[src/rtl/frame_demap.sv]
// frame_demap: receive-side frame demapper.
// Tracks row/column within each frame of the deframed line byte stream.
// Overhead columns go to the overhead port, payload columns go to the
// payload FIFO, and the trailing pad column of every row is discarded.
// Lost payload is remembered per frame and reported as a retransmission
// request alongside the end-of-frame pulse.
module frame_demap #(
    parameter int COLS    = 1041,
    parameter int OH_COLS = 16,
    parameter int ROWS    = 4,
    parameter int DW      = 8
) (
    input  logic          i_clk,
    input  logic          i_rst,
    input  logic [DW-1:0] i_line_data,
    input  logic          i_line_valid,
    input  logic          i_sof,
    input  logic          i_pyld_fifo_ready,
    output logic [DW-1:0] o_pyld_data,
    output logic          o_pyld_valid,
    output logic [DW-1:0] o_oh_data,
    output logic          o_oh_valid,
    output logic [3:0]    o_oh_idx,
    output logic [1:0]    o_row_cnt,
    output logic [10:0]   o_col_cnt,
    output logic          o_in_frame,
    output logic          o_frame_done,
    output logic          o_retrans_req,
    output logic          o_align_err
);

    // Frame tracking states
    localparam logic ST_HUNT  = 1'b0;
    localparam logic ST_FRAME = 1'b1;

    // Column/row landmarks in the counter widths
    localparam logic [10:0] OH_END   = 11'(OH_COLS);
    localparam logic [10:0] LAST_COL = 11'(COLS - 1);
    localparam logic [1:0]  LAST_ROW = 2'(ROWS - 1);

    // Registered frame position and status
    logic        state;
    logic [1:0]  row;
    logic [10:0] col;
    logic        drop;

    // Next-state values
    logic        state_n;
    logic [1:0]  row_n;
    logic [10:0] col_n;
    logic        drop_n;

    // Byte classification at the current position
    logic is_oh;
    logic is_pad;
    logic is_pyld;
    logic is_last;

    // Input qualification
    logic restart;
    logic take;
    logic in_frame;

    // Classify the current column and qualify the incoming byte
    always_comb begin
        in_frame = (state == ST_FRAME);
        is_oh    = (col < OH_END);
        is_pad   = (col == LAST_COL);
        is_pyld  = !is_oh && !is_pad;
        is_last  = is_pad && (row == LAST_ROW);
        // A valid sof always forces row 0 col 0, in HUNT or mid-frame.
        restart  = i_line_valid && i_sof;
        take     = i_line_valid && !i_sof && in_frame;
    end

    // Compute next state, position and drop flag
    always_comb begin
        state_n = state;
        row_n   = row;
        col_n   = col;
        drop_n  = drop;
        if (restart) begin
            state_n = ST_FRAME;
            row_n   = '0;
            col_n   = 11'd1;
            drop_n  = 1'b0;
        end else if (take) begin
            if (is_pyld && !i_pyld_fifo_ready) begin
                drop_n = 1'b1;
            end
            if (is_last) begin
                state_n = ST_HUNT;
                row_n   = '0;
                col_n   = '0;
            end else if (is_pad) begin
                row_n = row + 2'd1;
                col_n = '0;
            end else begin
                col_n = col + 11'd1;
            end
        end
    end

    // Register state, position and drop flag
    always_ff @(posedge i_clk or posedge i_rst) begin
        if (i_rst) begin
            state <= ST_HUNT;
            row   <= '0;
            col   <= '0;
            drop  <= 1'b0;
        end else begin
            state <= state_n;
            row   <= row_n;
            col   <= col_n;
            drop  <= drop_n;
        end
    end

    // Register overhead port for overhead columns and restarts
    always_ff @(posedge i_clk or posedge i_rst) begin
        if (i_rst) begin
            o_oh_valid <= 1'b0;
            o_oh_data  <= '0;
            o_oh_idx   <= '0;
        end else begin
            o_oh_valid <= 1'b0;
            if (restart) begin
                o_oh_valid <= 1'b1;
                o_oh_data  <= i_line_data;
                o_oh_idx   <= '0;
            end else if (take && is_oh) begin
                o_oh_valid <= 1'b1;
                o_oh_data  <= i_line_data;
                o_oh_idx   <= col[3:0];
            end
        end
    end

    // Register payload FIFO write when the FIFO can take the byte
    always_ff @(posedge i_clk or posedge i_rst) begin
        if (i_rst) begin
            o_pyld_valid <= 1'b0;
            o_pyld_data  <= '0;
        end else begin
            o_pyld_valid <= 1'b0;
            if (take && is_pyld && i_pyld_fifo_ready) begin
                o_pyld_valid <= 1'b1;
                o_pyld_data  <= i_line_data;
            end
        end
    end

    // Register end-of-frame, retransmission and alignment pulses
    always_ff @(posedge i_clk or posedge i_rst) begin
        if (i_rst) begin
            o_frame_done  <= 1'b0;
            o_retrans_req <= 1'b0;
            o_align_err   <= 1'b0;
        end else begin
            o_frame_done  <= 1'b0;
            o_retrans_req <= 1'b0;
            o_align_err   <= restart && in_frame;
            // The last byte is a pad byte, so the registered flag is final.
            if (take && is_last) begin
                o_frame_done  <= 1'b1;
                o_retrans_req <= drop;
            end
        end
    end

    assign o_row_cnt  = row;
    assign o_col_cnt  = col;
    assign o_in_frame = in_frame;

endmodule
[config.mk]
export PLATFORM = sky130hd
export DESIGN_NAME = frame_demap
export DESIGN_NICKNAME = d
export VERILOG_FILES = /design/src/rtl/frame_demap.sv
export SDC_FILE = /design/constraint.sdc
export NUM_CORES = 1
export LEC_CHECK = 0
export BUFFER_PORTS_ARGS = -buffer_cell sky130_fd_sc_hd__buf_2
export CORE_ASPECT_RATIO = 1.2
export CORE_MARGIN = 3
export CORE_UTILIZATION = 45
export DETAILED_ROUTE_END_ITERATION = 10
export GPL_TIMING_DRIVEN = 0
export PLACE_DENSITY = 0.7
export SYNTH_ARGS = -nofsm -noshare
export SYNTH_HDL_FRONTEND = slang
export SYNTH_SLANG_ARGS = --single-unit
[constraint.sdc]
create_clock -name i_clk -period 3.05 [get_ports i_clk]
set_input_delay 0.61 -clock i_clk [delete_from_list [all_inputs] [get_ports i_clk]]
set_output_delay 0.61 -clock i_clk [all_outputs]
set_load 0.1 [all_outputs]
# Word level (Yosys, flattened, before mapping)
# Cells that the tools add are included.
# op_classes
n_reduce_logical	23
n_lt_le_gt_ge	1
add_sub_neg	2
mux	23
eq_ne	2
# op_table
operator	count
$mux W11	4
$mux W8	2
$add A11 B1 Y11 const B	1
$eq A11 B11 Y1 const B	1
$logic_and A1 B1 Y1	11
$lt A11 B5 Y1 const B	1
$mux W1	11
$mux W2	4
$mux W4	2
$reduce_bool A2 Y1	4
$reduce_and A2 Y1	3
$logic_not A1 Y1	4
$reduce_bool A3 Y1	1
$add A2 B1 Y2 const B	1
$eq A2 B2 Y1 const B	1
# totals
register_bits	40
word_cells	63
output_inout_bits	39
in_bits	13

# Longest topological paths before layout
# Gate-level depths: netlist of run 1.
# depth
depth_word	7
mapped_depth	6
ltp_nobuf	6

# Least setup slack after synthesis of run 1
# OpenSTA, ideal clock, no wires.
# synth_path
path_kind	flip-flop to flip-flop
startpoint	register col[6] (netlist: o_col_cnt[6])
endpoint	register o_oh_data[0]
setup_time_ns	0.125
path_buffers	1
required_time_ns	2.925
slack_ns	0.340
period_less_slack_ns	2.710
t_arrival_ns	2.584
path_stages_with_launch	6
path_cell_list	dfrtp_1 > or4_4 > nor4b_2 > or2_2 > buf_6 > mux2_2
# synth_via
elab_chain_cells	3
# synth_lines
element	line	source
start, declared	44	logic [10:0] col;
start signal, assigned	114	col <= col_n;
$lt A11 B5 Y1	67	is_oh = (col < OH_END);
$logic_and A1 B1 Y1	131	end else if (take && is_oh) begin
$reduce_bool A2 Y1 (no source line)	--	
end signal, assigned	129	o_oh_data <= i_line_data;
end signal, assigned	133	o_oh_data <= i_line_data;
end, declared	21	output logic [DW-1:0] o_oh_data,
# No other way between the ends.
# A chain may end at the register's enable or synchronous reset.

# Worst setup path in the final report of run 1
# Same ends and word-level chain as after synthesis.

==> metrics list, run 1 <==
- The flow ran to the end, and the final reports show no timing, DRC or antenna violations.
- Post-synth design cell area: 1750 µm²
- Synthesis warning total: 0
* Worst Setup Start Kind: flop
* IO buf count: 51
- Critical path class: flop to flop
- Worst-case setup slack after placement: 0.531 ns
- The number of setup buffers added after CTS is 0.
* Portion of the clock cycle consumed by the worst path in the final layout: around 83%
* Post-route cell area: 2160 µm²
- DR vias: about 1,400
* Ports: 52
- Max Cap Viol: 0
- Counting the buffers created by CTS gives 5.
* Worst Setup Slack, final: approximately 0.53 ns
* Gp weighted congestion: 0.853
- Clock latency on the worst-skew pair, taken at its later pin, is 0.29 ns.
- Worst r2r src: o_col_cnt[6]$_DFFE_PP0P_
- Uppermost metal layer occupied by signal nets: met4
* GRT Resource Usage Total: around 18%
* Share of final-layout standard cells stronger than drive strength 1: 39.7%
- The finished layout holds about 260 standard cells, fillers aside.
- Vias per Instance: 5.38
- Number of max-slew violations in the final report: 0
- In this run the number of H-tree levels came out at 2.
- Worst slew slack as a fraction of its limit: 38.2%
- The synthesized design contains 0 enable-type register cells.
- Path type of the worst min-delay path: input pin to asynchronous set/reset pin
* Antenna Cells: 0
- Max Clock Freq: between 0.3 and 0.4 GHz
* CTS tree: done
* Unrepaired setup endpoints after global routing: no
- Top FF cell, synth: dfrtp_1
- The net count of the finished layout is 224.
- Largest voltage drop on the vdd net: approximately 0.27 mV
* Final core area utilization: 58.5%
* Vias in the first global route: around 1,400
- Data on the critical path arrives at its endpoint at between 2 and 3 ns.
- Wire segments on met3 add up to between 200 and 300 µm in the final route.
- The floorplan step defined a core boundary enclosing roughly 3700 µm².
- After detailed placement, the design holds a cell count of between 200 and 300.
- Number of DRC violations after detailed routing: 0
- After clock tree synthesis, the clock-pin slew on the worst setup and hold paths is 0.08 ns.
- After layout, the design draws a total of roughly 1.3 mW.
- Setup violations, final: 0
* Wire length the detailed router placed on met1: 1510 µm
- Floorplan row count: 24
- Detailed router's first-iteration violation count: 40
* Number of clock sinks: 40
- Fin crit period: approximately 2.5 ns
- Worst clock skew on the final layout: ~0.0048 ns
* DRT Wirelength: 3850 µm
- Most common library cell in the layout ignoring fill and taps: buf_2
- The clock passes through at most 2 buffers.
- The first global-routing pass estimated around 6400 µm of wire.
- Remaining number of nets flagged by the antenna check after routing: 0
- The worst setup path is captured at a flop.
* Starting density of the core: 47.4%
- For the final routed database, the setup TNS stands at 0 ns.
* Number of hold violations in the final report: 0
* Die Y: ~74 µm
- Power spread over the standard cell area amounts to approximately 600 nW/µm².
- The synthesized design contains 40 register bits.
- After synthesis, the share of flip-flops with an asynchronous set or reset is 100%.
- After global routing the overflow that remains totals 0.
- Once placement finished, the instance area stood at just over 2000 µm².
* Static leakage: about 1.1 nW
- Crit-path max FO: 9
- Entering global routing, the biggest net connects 41 pins.
- Share of the yosys chip area belonging to registers: a little under three fifths
* Total die area: 4680 µm²
* Floorplan die width: between 60 and 70 µm
* Synthesized instance count: 150
- Master cell of the clock root buffer: clkbuf_8
* Slew at the pin closest to its max-slew limit: about 0.93 ns
* Syn-to-layout area delta: 23.3%
- Synthesis produced a netlist with a net count of ~170.
* Pre-antenna DRT Iters: 4
- Launching instance or port of the critical path: o_col_cnt[6]$_DFFE_PP0P_
- Hold Buf Count CTS: 0
* Number of unique standard cell types used by synthesis: 34
- Post-cts gate resize count: 0
- Critical path data required time: about 3.2 ns
- Dividing the detail-routed wire length by the instance count gives 14.8 µm.
- Half-perimeter wire length after placement: 2850 µm
- Initial antenna violation count: 0
- Detailed routing placed a total of between 2000 and 2500 µm of wire on met2.
* Most frequent cells in the layout: buf_2 (51), dfrtp_1 (40), mux2_2 (16), nand2_1 (14), o21ai_0 (9)
* Worst hold slack: 0.461 ns
- Syn_area_per_cell: 11.7 µm²
cell type report:
type	count	area (µm²)
Clock inverter	3	18.8
Timing Repair Buffer	51	255
Clock buffer	5	68.8
Buffer	4	22.5
Fill cell	340	1530
Multi-Input combinational cell	102	713
Tap cell	52	65.1
Inverter	4	15.0
Sequential cell	40	1000
synth_stat cells, types with 4 or more instances:
library cell	instances	area, µm²
dfrtp_1	40	1000
mux2_2	16	180
nand2_1	14	52.6
o21ai_0	9	45.0
nand3_1	8	40.0
nor2_1	8	30.0
a21oi_1	6	30.0
inv_1	4	15.0
nor4_1	4	25.0
sequential cells by signal, summed over array words and instances, names as in the netlist, 2 cells and up:
register,flops
o_col_cnt,11
o_oh_data,8
o_oh_idx,4
o_pyld_data,8
o_row_cnt,2
path summary, 6_finish.rpt:
check / end / slack [ns] / cells past startpoint
max in group asynchronous: o_pyld_data[6]$_DFFE_PP0P_ / 2.08 / 2
worst min-delay path: o_col_cnt[4]$_DFFE_PP0P_ / 0.46 / 2
worst min register to register: o_pyld_data[4]$_DFFE_PP0P_ / 0.51 / 1
worst max register to register: o_oh_data[0]$_DFFE_PP0P_ / 0.53 / 5
worst max-delay path: o_oh_data[0]$_DFFE_PP0P_ / 0.53 / 5
min in group i_clk: o_pyld_data[4]$_DFFE_PP0P_ / 0.51 / 1
kinds of logic (layout without fill, tap and decap cells):
| group | count (synthesis) | count (layout) | share of synthesized area, % |
|---|---|---|---|
| AND/OR/NAND/NOR | 52 | 52 | 16.4 |
| XOR/XNOR | 5 | 5 | 2.50 |
| flip-flops | 40 | 40 | 57.1 |
| multiplexers | 17 | 17 | 10.9 |
| AO/OA/AOI/OAI | 25 | 25 | 8.79 |
| adder cells (fa/ha/maj) | 3 | 3 | 2.14 |
| buffers and inverters | 8 | 67 | 2.14 |
power breakdown:
group	switching, mW	leakage (nW)	internal, mW	total (mW)
registers	0.0258	0.522	0.565	0.591
clock network	0.183	0.0479	0.159	0.342
logic	0.328	0.530	0.0639	0.392
critical path: stages, from the launching register on:
cell and delay, ns:
dfrtp_1 0.47, or4_4 0.60, nor4b_2 0.63, or2_2 0.23, buf_6 0.14, mux2_2 0.34
layer usage:
layer | vias up | global-route usage (%)
met4 | 0 | 9.07
met3 | 5 | 5.29
met5 | - | 0
li1 | 659 | -
met1 | 677 | 19.8
met2 | 63 | 31.5
No activity file was read; power rests on OpenSTA's default activity.
==> run 2: changes to the inputs <==
--- a/config.mk
+++ b/config.mk
@@ -11,7 +11,7 @@
 export CORE_UTILIZATION = 45
 export DETAILED_ROUTE_END_ITERATION = 10
 export GPL_TIMING_DRIVEN = 0
-export PLACE_DENSITY = 0.7
+export PLACE_DENSITY = 0.73
 export SYNTH_ARGS = -nofsm -noshare
 export SYNTH_HDL_FRONTEND = slang
 export SYNTH_SLANG_ARGS = --single-unit
==> constraint.sdc (replaced) <==
create_clock -name i_clk -period 2.2 [get_ports i_clk]
set_input_delay 0.44 -clock i_clk [delete_from_list [all_inputs] [get_ports i_clk]]
set_output_delay 0.44 -clock i_clk [all_outputs]
set_load 0.1 [all_outputs]
==> run 2 against run 1 <==
Non-clock buffer count grew 1; cell count grew 0.38%; total power grew 56%; clock-buffer cell count grew 1; register-to-register slack lost 0.51 ns; final area grew 4.5%; critical path depth shrank 1; via count grew 0.14%; first-iteration DRC count grew 75%; critical path type unchanged; flip-flop and latch count is the same; highest routed layer unchanged; clock power grew 100%; fmax grew 15%.
==> metrics list, run 2 (synthesis gave the netlist of run 1 again) <==
- Clock-pin slew of the registers on the worst-case setup and hold paths: 0.07 ns (about the same)
* Final layout net count: 225 (+0.45%)
* Slew at the pin closest to its max-slew limit: 0.795 ns (-0.132 ns)
- The non-filler instance count after layout came to 262 (+0.38%).
* Internal power: 1.33 mW (+69%)
- Power density over the cells: 913 nW/µm² (+49%)
- The met2 routed wirelength came to 1930 µm (-5.1%).
- Setup violations, final: 0 (unchanged)
* Total placed instance area: 2110 µm² (+1.7%)
- The number of maximum-capacitance violations is 0 (unchanged).
- In this run the top signal layer used is met4.
- CTS tree: done
- Post-route cell area: 2260 µm² (+4.5%)
- The startpoint identified for the worst register-to-register timing path is o_col_cnt[9]$_DFFE_PP0P_.
* Register share of total power: 39.9% (-4.7 points)
- The switching power was 0.731 mW (+36%).
* GRT Resource Usage Total: 18.3% (+0.44 points)
* Worst clock skew on the final layout: 0.00718 ns (+0.00236 ns)
* Ports: 52 (unchanged)
* Syn-to-layout area delta: 28.9%
- Average wire per standard cell: 14.8 µm (+0.11%)
- H-tree Lvls: 2 (unchanged)
- Remaining number of nets flagged by the antenna check after routing: 0 (unchanged)
* Die Y: 74.3 µm (unchanged)
- Detailed router's first-iteration violation count: 70 (+75%)
- Signal arrival time at the worst endpoint: 2.40 ns (-0.30 ns)
- The number of buffers inserted during clock tree synthesis came to 5 (unchanged).
- The worst reg-to-reg setup slack is 0.02 ns (-0.51 ns).
- The standard cell core area came to 3690 µm² (unchanged).
- Flip-flop count of the largest register after layout: 11 (unchanged)
- The filler cell count came to 318 (-6.5%).
- Most frequent cells in the layout: buf_2 (51), dfrtp_1 (28), mux2_2 (16), nand2_1 (14), dfrtp_2 (9)
- The part of the total power dissipated in the clock network was 33.4% (+7.6 points).
- The number of I/O port buffers is 51 (unchanged).
- The routed length on met3 came to 236 µm (-7.8%).
- The placed wire-length estimate after detailed placement came to 2890 µm (+1.4%).
* Worst Setup Start Kind: flop
* Total die area: 4680 µm² (unchanged)
* Number of clock sinks: 40 (unchanged)
- Largest voltage drop on the vdd net: 0.513 mV (+92%)
* Pre-antenna DRT Iters: 4 (unchanged)
- Path type of the worst min-delay path: input pin to asynchronous set/reset pin
* Unrepaired setup endpoints after global routing: yes
- The smallest setup slack after layout is 0.0174 ns (-0.512 ns).
* Logic gate share of total power: 26.7% (-2.9 points)
* Static leakage: 1.11 nW (+1.4%)
* Reg2reg path depth: 4 (-1)
- The DRC violations left came to 0 (unchanged).
- Worst slew slack as a fraction of its limit: 46.9% (+8.7 points)
- The maximum number of pins on one net before global-route repair is 41 (unchanged).
- Critical path data required time: 2.42 ns (-0.81 ns)
* Hold Buf Count CTS: 0 (unchanged)
* Wire length the detailed router placed on met1: 1570 µm (+3.8%)
- The maximum buffer depth of the clock tree was 2 (unchanged).
* Setup crit end kind: flop
- Floorplan row count: 24 (unchanged)
- Max Clock Freq: 0.458 GHz (+15%)
- The last weighted congestion value of the routability-driven placer was 0.839 (-1.7%).
* Vias per Instance: 5.37 (-0.24%)
- Worst-case setup slack after placement: -0.124 ns (-0.655 ns)
- Fin crit period: 2.18 ns (-0.338 ns)
* Final core area utilization: 61.1% (+2.6 points)
* DR vias: 1,406 (+0.14%)
* Portion of the clock cycle consumed by the worst path in the final layout: 99.2% (+17 points)
* DRT Wirelength: 3870 µm (+0.49%)
* Clock network latency to the later pin of the worst-skew pair: 0.29 ns (about the same)
- The total count of hold-check failures in the final report was 0 (unchanged).
- Total power consumption of the routed design: 2.06 mW (+56%)
* Vias in the first global route: 1,425 (+2.2%)
- The horizontal die dimension came to 63.0 µm (unchanged).
- Starting density of the core: 47.4% (unchanged)
* Critical path class: flop to flop
- Share of final-layout standard cells stronger than drive strength 1: 46.7% (+7.0 points)
* Share of total power consumed by net switching: 35.5% (-5.1 points)
- The wire length of the first global-routing pass was 6550 µm (+2.0%).
* Crit-path max FO: 5 (-4)
* Most common library cell in the layout ignoring fill and taps: buf_2
- Placed Instances: 253 (unchanged)
- The number of slew-limit violations in the final report is 0 (unchanged).
* Initial antenna violation count: 0 (unchanged)
- Worst reg2reg endpoint: o_row_cnt[0]$_DFFE_PP0P_
* Outcome: completed
* Master cell of the clock root buffer: clkbuf_8
- Antenna Cells: 0 (unchanged)
* Total grt overflow: 0 (unchanged)
-- run 2: changes by cell type in the layout (fill, tap and decap cells not counted), moves of 2 or more --
cell / delta
dfrtp_4: +3
clkinv_2: -2
dfrtp_2: +9
dfrtp_1: -12
bufinv_16: +2
-- run 2: what timing repair did --
| action | CTS | global route |
|---|---|---|
| buffers inserted | 1 | 0 |
| gates resized for setup | 1 | 1 |
| hold endpoints to repair | 0 | 0 |
| setup endpoints to repair | 13 | 5 |
-- run 2: worst max-delay path, stage by stage (launching register included) --
cell	delay [ns]
dfrtp_4	0.50
or4_4	0.59
or4_4	0.46
or4_1	0.42
a21oi_1	0.14
-- run 2: area by class of cell --
| type | instances | area, µm² | area share (%) |
|---|---|---|---|
| plain buffers | 4 | 22.5 | 0.998 |
| clock buffers | 6 | 72.6 | 3.22 |
| clock inverters | 2 | 60.1 | 2.66 |
| inverters | 4 | 15.0 | 0.665 |
| multi-input cells | 102 | 736 | 32.6 |
| flip-flops and latches | 40 | 1020 | 45.3 |
| well taps | 52 | 65.1 | 2.88 |
| repair buffers | 52 | 263 | 11.6 |
-- run 2: through the flow --
stage | hold slack (ns) | setup TNS (ns)
floorplan | 0.454 | -0.972
global placement | 0.483 | -0.637
detailed placement | 0.490 | -1.38
CTS | 0.318 | 0
global route | 0.368 | -0.00711
finish | 0.297 | 0
-- run 2: how the worst max path moves through the flow --
stage	from	to	slack, ns	depth (start not counted)
floorplan	o_col_cnt[9]$_DFFE_PP0P_	o_oh_data[0]$_DFFE_PP0P_	-0.12	5
global placement	o_col_cnt[9]$_DFFE_PP0P_	o_oh_data[4]$_DFFE_PP0P_	-0.07	5
detailed placement	o_col_cnt[9]$_DFFE_PP0P_	o_oh_data[2]$_DFFE_PP0P_	-0.12	5
CTS	o_col_cnt[9]$_DFFE_PP0P_	o_row_cnt[0]$_DFFE_PP0P_	0.04	4
global route	o_col_cnt[7]$_DFFE_PP0P_	o_row_cnt[0]$_DFFE_PP0P_	-0.007	4
finish	o_col_cnt[9]$_DFFE_PP0P_	o_row_cnt[0]$_DFFE_PP0P_	0.02	4
-- run 2: power groups by stage --
stage	Sequential [mW]	Combinational, mW	Clock, mW
after floorplan	1.19	0.0938	0
after global placement	0.834	0.542	0
after detailed placement	0.837	0.550	0
after CTS	0.823	0.553	0.709
after global routing	0.830	0.571	0.734
final	0.823	0.550	0.688
-- run 2: routing by layer --
metal,GRT usage (%),vias to the layer above
li1,-,665
met1,20.8,668
met2,30.8,57
met3,4.53,16
met4,12.5,0
met5,0,-
